**src/rtl/execute_stage_pkg.sv**
```systemverilog
// Shared encodings for the MIPS execute stage: ALU operation codes,
// multiply/divide operation codes and the multiply/divide FSM states.
package execute_stage_pkg;

    localparam logic [3:0] ALU_AND  = 4'b0000;
    localparam logic [3:0] ALU_OR   = 4'b0001;
    localparam logic [3:0] ALU_ADD  = 4'b0010;
    localparam logic [3:0] ALU_XOR  = 4'b0011;
    localparam logic [3:0] ALU_SUB  = 4'b0110;
    localparam logic [3:0] ALU_SLT  = 4'b0111;
    localparam logic [3:0] ALU_SLTU = 4'b1001;
    localparam logic [3:0] ALU_LUI  = 4'b1010;
    localparam logic [3:0] ALU_NOR  = 4'b1100;

    localparam logic [2:0] MD_NONE  = 3'b000;
    localparam logic [2:0] MD_MULT  = 3'b001;
    localparam logic [2:0] MD_MULTU = 3'b010;
    localparam logic [2:0] MD_DIV   = 3'b011;
    localparam logic [2:0] MD_DIVU  = 3'b100;
    localparam logic [2:0] MD_MFHI  = 3'b101;
    localparam logic [2:0] MD_MFLO  = 3'b110;

    typedef enum logic [1:0] {
        ST_IDLE = 2'b00,
        ST_MUL  = 2'b01,
        ST_DIV  = 2'b10
    } md_state_e;

    // True for every op that must wait while the multiply/divide unit is busy
    function automatic logic md_uses_unit(input logic [2:0] op);
        logic uses;
        case (op)
            MD_MULT, MD_MULTU, MD_DIV, MD_DIVU, MD_MFHI, MD_MFLO: uses = 1'b1;
            default:                                             uses = 1'b0;
        endcase
        return uses;
    endfunction

endpackage

```
**src/rtl/execute_stage_md.sv**
```systemverilog
// Iterative multiply/divide unit with HI/LO: fixed-latency multiply and a
// one-bit-per-cycle restoring divider working on operand magnitudes.
module md_unit
    import execute_stage_pkg::*;
#(
    parameter int MUL_CYCLES = 4,
    parameter int DIV_CYCLES = 32
) (
    input  logic        CLK,
    input  logic        RST_N,
    input  logic [2:0]  MdOp,
    input  logic [31:0] A,
    input  logic [31:0] B,
    output logic        busy,
    output logic [31:0] HI,
    output logic [31:0] LO
);

    localparam int CNT_W = 8;

    md_state_e        state_r, state_s;
    logic [CNT_W-1:0] cnt_r, cnt_s;
    logic [31:0]      a_r, a_s, b_r, b_s;
    logic             sgn_r, sgn_s;
    logic [31:0]      rem_r, rem_s, quo_r, quo_s, dvs_r, dvs_s;
    logic [31:0]      hi_r, hi_s, lo_r, lo_s;
    logic [63:0]      step_s;
    logic             div_sgn_s;

    function automatic logic [63:0] mul64(input logic [31:0] x, input logic [31:0] y,
                                          input logic sgn);
        logic [63:0] xe;
        logic [63:0] ye;
        xe = {{32{sgn & x[31]}}, x};
        ye = {{32{sgn & y[31]}}, y};
        return xe * ye;
    endfunction

    function automatic logic [31:0] mag32(input logic [31:0] v, input logic sgn);
        logic [31:0] m;
        if (sgn && v[31]) m = 32'd0 - v;
        else              m = v;
        return m;
    endfunction

    // One restoring step: returns {remainder, quotient-shift-register}
    function automatic logic [63:0] div_step(input logic [31:0] rem, input logic [31:0] quo,
                                             input logic [31:0] dvs);
        logic [32:0] sh;
        logic [32:0] diff;
        logic [63:0] res;
        sh   = {rem, quo[31]};
        diff = sh - {1'b0, dvs};
        if (!diff[32]) res = {diff[31:0], quo[30:0], 1'b1};
        else           res = {sh[31:0],   quo[30:0], 1'b0};
        return res;
    endfunction

    assign busy = (state_r != ST_IDLE);
    assign HI   = hi_r;
    assign LO   = lo_r;
    assign div_sgn_s = (MdOp == MD_DIV);

    // Next-state, operand latch, iteration and HI/LO write logic
    always_comb begin
        state_s = state_r;
        cnt_s   = cnt_r;
        a_s     = a_r;
        b_s     = b_r;
        sgn_s   = sgn_r;
        rem_s   = rem_r;
        quo_s   = quo_r;
        dvs_s   = dvs_r;
        hi_s    = hi_r;
        lo_s    = lo_r;
        step_s  = 64'd0;
        case (state_r)
            ST_IDLE: begin
                if (MdOp == MD_MULT || MdOp == MD_MULTU) begin
                    a_s   = A;
                    b_s   = B;
                    sgn_s = (MdOp == MD_MULT);
                    if (MUL_CYCLES <= 1) begin
                        {hi_s, lo_s} = mul64(A, B, MdOp == MD_MULT);
                        cnt_s        = {CNT_W{1'b0}};
                    end else begin
                        state_s = ST_MUL;
                        cnt_s   = CNT_W'(MUL_CYCLES - 1);
                    end
                end else if (MdOp == MD_DIV || MdOp == MD_DIVU) begin
                    // The start cycle already produces the first quotient bit
                    a_s     = A;
                    b_s     = B;
                    sgn_s   = div_sgn_s;
                    dvs_s   = mag32(B, div_sgn_s);
                    step_s  = div_step(32'd0, mag32(A, div_sgn_s), mag32(B, div_sgn_s));
                    rem_s   = step_s[63:32];
                    quo_s   = step_s[31:0];
                    state_s = ST_DIV;
                    cnt_s   = CNT_W'(DIV_CYCLES - 1);
                end else begin
                    state_s = ST_IDLE;
                end
            end
            ST_MUL: begin
                if (cnt_r <= CNT_W'(1)) begin
                    {hi_s, lo_s} = mul64(a_r, b_r, sgn_r);
                    state_s      = ST_IDLE;
                    cnt_s        = {CNT_W{1'b0}};
                end else begin
                    cnt_s = cnt_r - CNT_W'(1);
                end
            end
            ST_DIV: begin
                step_s = div_step(rem_r, quo_r, dvs_r);
                rem_s  = step_s[63:32];
                quo_s  = step_s[31:0];
                if (cnt_r <= CNT_W'(1)) begin
                    state_s = ST_IDLE;
                    cnt_s   = {CNT_W{1'b0}};
                    if (b_r == 32'd0) begin
                        lo_s = 32'hFFFF_FFFF;
                        hi_s = a_r;
                    end else begin
                        lo_s = (sgn_r && (a_r[31] ^ b_r[31])) ? 32'd0 - step_s[31:0] : step_s[31:0];
                        hi_s = (sgn_r && a_r[31]) ? 32'd0 - step_s[63:32] : step_s[63:32];
                    end
                end else begin
                    cnt_s = cnt_r - CNT_W'(1);
                end
            end
            default: begin
                state_s = ST_IDLE;
                cnt_s   = {CNT_W{1'b0}};
            end
        endcase
    end

    // State register; reset abandons any operation in flight
    always_ff @(posedge CLK or negedge RST_N) begin
        if (!RST_N) begin
            state_r <= ST_IDLE;
            cnt_r   <= {CNT_W{1'b0}};
            a_r     <= 32'd0;
            b_r     <= 32'd0;
            sgn_r   <= 1'b0;
            rem_r   <= 32'd0;
            quo_r   <= 32'd0;
            dvs_r   <= 32'd0;
            hi_r    <= 32'd0;
            lo_r    <= 32'd0;
        end else begin
            state_r <= state_s;
            cnt_r   <= cnt_s;
            a_r     <= a_s;
            b_r     <= b_s;
            sgn_r   <= sgn_s;
            rem_r   <= rem_s;
            quo_r   <= quo_s;
            dvs_r   <= dvs_s;
            hi_r    <= hi_s;
            lo_r    <= lo_s;
        end
    end

endmodule

```
**src/rtl/execute_stage.sv**
```systemverilog
// EX stage of the 5-stage MIPS pipeline: ALU, destination select, mul/div
// unit interlock and the EX/MEM pipeline register.
module execute_stage
    import execute_stage_pkg::*;
#(
    parameter int MUL_CYCLES = 4,
    parameter int DIV_CYCLES = 32
) (
    input  logic        CLK,
    input  logic        RST_N,
    input  logic        RegWriteE,
    input  logic        MemToRegE,
    input  logic        MemWriteE,
    input  logic        ALUSrcE,
    input  logic        RegDstE,
    input  logic [3:0]  ALUControlE,
    input  logic [2:0]  MdOpE,
    input  logic [31:0] SrcAE,
    input  logic [31:0] RtDataE,
    input  logic [31:0] SignImmE,
    input  logic [4:0]  RtE,
    input  logic [4:0]  RdE,
    output logic        StallE,
    output logic        RegWriteM,
    output logic        MemToRegM,
    output logic        MemWriteM,
    output logic [4:0]  WriteRegM,
    output logic [31:0] WriteDataM,
    output logic [31:0] ALUresultM
);

    logic        md_busy_s;
    logic        stall_s;
    logic [31:0] hi_s, lo_s;
    logic [31:0] src_b_s, alu_out_s, result_s;
    logic [4:0]  write_reg_s;

    md_unit #(
        .MUL_CYCLES(MUL_CYCLES),
        .DIV_CYCLES(DIV_CYCLES)
    ) u_md (
        .CLK  (CLK),
        .RST_N(RST_N),
        .MdOp (MdOpE),
        .A    (SrcAE),
        .B    (RtDataE),
        .busy (md_busy_s),
        .HI   (hi_s),
        .LO   (lo_s)
    );

    assign stall_s     = md_busy_s && md_uses_unit(MdOpE);
    assign StallE      = stall_s;
    assign src_b_s     = ALUSrcE ? SignImmE : RtDataE;
    assign write_reg_s = RegDstE ? RdE : RtE;

    // ALU; unassigned codes produce zero
    always_comb begin
        alu_out_s = 32'd0;
        case (ALUControlE)
            ALU_AND:  alu_out_s = SrcAE & src_b_s;
            ALU_OR:   alu_out_s = SrcAE | src_b_s;
            ALU_ADD:  alu_out_s = SrcAE + src_b_s;
            ALU_XOR:  alu_out_s = SrcAE ^ src_b_s;
            ALU_SUB:  alu_out_s = SrcAE - src_b_s;
            ALU_SLT:  alu_out_s = {31'd0, ($signed(SrcAE) < $signed(src_b_s))};
            ALU_SLTU: alu_out_s = {31'd0, (SrcAE < src_b_s)};
            ALU_LUI:  alu_out_s = {src_b_s[15:0], 16'd0};
            ALU_NOR:  alu_out_s = ~(SrcAE | src_b_s);
            default:  alu_out_s = 32'd0;
        endcase
    end

    // Result source: HI/LO moves bypass the ALU
    always_comb begin
        result_s = alu_out_s;
        case (MdOpE)
            MD_MFHI: result_s = hi_s;
            MD_MFLO: result_s = lo_s;
            default: result_s = alu_out_s;
        endcase
    end

    // EX/MEM register; a stall inserts a bubble and holds the data fields
    always_ff @(posedge CLK or negedge RST_N) begin
        if (!RST_N) begin
            RegWriteM  <= 1'b0;
            MemToRegM  <= 1'b0;
            MemWriteM  <= 1'b0;
            WriteRegM  <= 5'd0;
            WriteDataM <= 32'd0;
            ALUresultM <= 32'd0;
        end else if (stall_s) begin
            RegWriteM  <= 1'b0;
            MemToRegM  <= 1'b0;
            MemWriteM  <= 1'b0;
        end else begin
            RegWriteM  <= RegWriteE;
            MemToRegM  <= MemToRegE;
            MemWriteM  <= MemWriteE;
            WriteRegM  <= write_reg_s;
            WriteDataM <= RtDataE;
            ALUresultM <= result_s;
        end
    end

endmodule
```
**config.mk**
```make
export PLATFORM = sky130hd
export DESIGN_NAME = execute_stage
export DESIGN_NICKNAME = d
export VERILOG_FILES = /design/src/rtl/execute_stage_pkg.sv /design/src/rtl/execute_stage_md.sv /design/src/rtl/execute_stage.sv
export SDC_FILE = /design/constraint.sdc
export NUM_CORES = 2
export LEC_CHECK = 0
export BUFFER_PORTS_ARGS = -buffer_cell sky130_fd_sc_hd__buf_2
export CORE_ASPECT_RATIO = 1.5
export CORE_MARGIN = 5
export CORE_UTILIZATION = 45
export CTS_BUF_LIST = sky130_fd_sc_hd__clkbuf_16
export CTS_CLUSTER_DIAMETER = 100
export DETAILED_ROUTE_END_ITERATION = 8
export GPL_ROUTABILITY_DRIVEN = 0
export SYNTH_ARGS = -nofsm -noshare
export SYNTH_HDL_FRONTEND = slang
export SYNTH_HIERARCHICAL = 1
export SYNTH_SLANG_ARGS = --single-unit
```
**constraint.sdc**
```tcl
create_clock -name CLK -period 17.6 [get_ports CLK]
set_input_delay 2.64 -clock CLK [delete_from_list [all_inputs] [get_ports CLK]]
set_output_delay 2.64 -clock CLK [all_outputs]
set_load 0.05 [all_outputs]
```
==> results.md <==
* Status: finished clean
* Synthesized cell area at ~63,000 µm²
* Reg area at between 7000 and 8000 µm²
* RSZ-0062 raised after global routing: false
* Post-DR vias/cell at about 5.7
* DRC Markers at 0
* Root Driver: clkbuf_16
* R2R cell count at 28
* CTS tree: done
* Hold Vio Cnt, Final at 0
* Clock Sinks at about 310
* Clk_skew at roughly 24 ps
* Placed cells at slightly above 9,000
* Total routed wirelength at slightly above 200,000 µm
* Antenna violations before repair at 12
* CTS buffer count at 31
* Synth cell types at 123
* Site Rows at roughly 170
* Cts hold-fix bufs at 0
* Iteration-0 DRC Markers at approximately 3,700
* Wirelength per Cell at about 23 µm
* Slew Limit Fails at 0
* Worst path slowest cell: o41ai_1
* Latest clock arrival within the worst-skew pair at 640 ps
* # nets final at 8,829
* Post-Layout Cell Count at 9,122
* Sequential area share after synthesis at between 10% and 20%
* Met3 usage at between 2 and 3%
* Synth-to-layout area growth at 5.51%
* Post-route ant nets at 0
* DPL Wire Length at 165,000 µm
* Tot GR Track Use at 28.2%
* Chip height at between 400 and 500 µm
* CP Class: reg -> reg
* Commonest cells after routing, fill and taps aside: inv_1, nand2_1, fa_1, and2_1, ha_1
* Setup Buffers After CTS at 0
* CP required at about 18,000 ps
* CTS resizes at 0
* Die width at 315 µm
* Mapped Avg Cell Area at 8.56 µm²
* Tcrit/Tclk final at a little over half
* Register-to-register setup slack at slightly above 8000 ps
* Syn Nets at between 8,000 and 9,000
* Synth Instances at 7,350
* Worst-path maximum fanout at 24
* Fmax at ~110 MHz
* Largest net degree at the start of global routing at 89
* EDFF count, synth at 0
* Async S/R FF share, synth at 100%
* Vias in the first global route at between 50,000 and 60,000
* Slowest stage delay, CP at about 800 ps
* Commonest non-fill, non-tap cell in the layout: inv_1
* CP dominant cell by count: fa_1
* Tmin final at slightly above 9000 ps
* Ys flop type: dfrtp_1
* Initial core utilization at 45.2%
* Setup TNS at 0 ps
* Maxcap violations at 0
* Gr ovfl total at 0
* Hold Crit Class: reg -> reg
* I/O Pins at 193
* Share of cells above drive strength 1 at around 7.4%
* Worst-Margin Slew at roughly 1200 ps
* CTS Buffer Depth at 3
* Slew HR at between 10% and 20%
* Fillers at between 10,000 and 15,000
* Crit path capture type: flop
* Routed via count at approximately 52,000
* Core area at between 100,000 and 150,000 µm²
* Crit path DAT at a little under 10,000 ps
* Synthesized flop and latch total at approximately 300
* Max H-tree Level at 1
* Hold depth at 2
* Global-route wire length before repair at roughly 320,000 µm
* Area occupied by multi-input gates at about 50,000 µm²
* Port Buffer Count at about 190
* Drt first pass iters at 8
* Die Area at roughly 150,000 µm²
* Reg clk slew, reported paths at about 90 ps
* Busiest grt layer: met2
* Final setup viols at 0
* Grt met2 use at 50.3%
* Synthesis Warnings at 6
* CP Launch Type: flop
* Global Route met1 Usage at 33.2%
registers in the layout, indices dropped and copies added (netlist names):
signal	flops
ALUresultM	32
WriteDataM	32
u_md/HI	32
u_md/LO	32
u_md/a_r	32
u_md/b_r	32
u_md/dvs_r	32
u_md/quo_r	32
u_md/rem_r	32
u_md/cnt_r	8
WriteRegM	5
u_md/state_r	2
MemToRegM	1
MemWriteM	1
RegWriteM	1
u_md/sgn_r	1
synth_stat cells (all sizes together) (24+ instances only):
| library cell | instances | area (µm²) |
|---|---|---|
| a221oi | 44 | 409 |
| a21oi | 315 | 1600 |
| xnor2 | 151 | 1330 |
| o21a | 28 | 210 |
| a21o | 55 | 422 |
| a31oi | 51 | 325 |
| clkbuf | 415 | 1560 |
| nand2 | 1153 | 4330 |
| mux2 | 79 | 893 |
| o22ai | 47 | 294 |
| or3 | 31 | 200 |
| fa | 1128 | 22600 |
| nor2 | 345 | 1300 |
| inv | 1293 | 4850 |
| and3 | 40 | 253 |
| o21ai | 323 | 1640 |
| nor4 | 38 | 257 |
| nand4 | 27 | 175 |
| o211ai | 29 | 218 |
| and2 | 370 | 2320 |
| ha | 359 | 4490 |
| nor2b | 25 | 156 |
| nand2b | 40 | 258 |
| dfrtp | 307 | 7680 |
| buf | 49 | 267 |
| xor2 | 70 | 621 |
| a211oi | 24 | 185 |
| mux2i | 50 | 500 |
| nor3 | 75 | 385 |
| nand3 | 75 | 375 |
cells by family after synthesis:
kind of cell / count (synthesis) / synth area share, %
and+or+nand+nor: 2299 / 17.0
buffers and inverters: 1759 / 10.6
xor gates and xnor gates: 221 / 3.10
muxes: 129 / 2.21
adders and majority gates: 1487 / 43.0
DFF: 307 / 12.2
AOI/OAI and AO/OA: 1148 / 11.9
per-stage QoR:
| stage | hold slack [ps] | instance area (µm²) | setup slack, ps | utilization [%] |
|---|---|---|---|---|
| 2_1_floorplan | 442 | 62900 | 9210 | - |
| 3_3_place_gp | 446 | 65400 | 8370 | 46.9 |
| 3_5_place_dp | 450 | 65400 | 8440 | 46.9 |
| 4_1_cts | 467 | 66400 | 8330 | 47.6 |
| 5_1_grt | 490 | 66400 | 7920 | 47.6 |
| 6_report | 466 | 66400 | 8320 | 47.7 |
path summary, 6_finish.rpt:
check | to | start
worst max-delay path | u_md/HI[27]$_DFFE_PN0P_ | u_md/b_r[12]$_DFFE_PN0P_
worst min-delay path | WriteDataM[7]$_DFFE_PN0N_ | WriteDataM[7]$_DFFE_PN0N_
worst max register to register | u_md/HI[27]$_DFFE_PN0P_ | u_md/b_r[12]$_DFFE_PN0P_
worst min register to register | WriteDataM[7]$_DFFE_PN0N_ | WriteDataM[7]$_DFFE_PN0N_
max in group asynchronous | u_md/a_r[31]$_DFFE_PN0P_ | RST_N
min in group asynchronous | ALUresultM[13]$_DFFE_PN0N_ | RST_N
final cells by class:
type                       instances  share of cell area [%]
inverter                        1295                    7.32
timing repair buffer             303                    2.72
clock inverter                    26                   0.373
multi-input combinational       5284                    73.3
antenna                            6                  0.0226
clock buffer                      31                    1.17
sequential                       307                    11.6
tap                             1870                    3.52
metal layers:
metal  part of all wire [%]  vias up
met5                 0.0058        -
met4                    7.1        2
met3                    5.8      598
met2                     50     2015
met1                     37    26200
li1                       -    22800
critical path, delay by kind of cell, from the launching register on:
kind                       cells  cell delay, ps
AOI/OAI and AO/OA              7            2230
xor gates and xnor gates       1             160
adders and majority gates      9            4320
buffers and inverters          6             860
DFF                            1             670
and+or+nand+nor                5             900
Power is not shown: default switching activity piles up to over one toggle a cycle in this logic, so the estimate is an artifact.
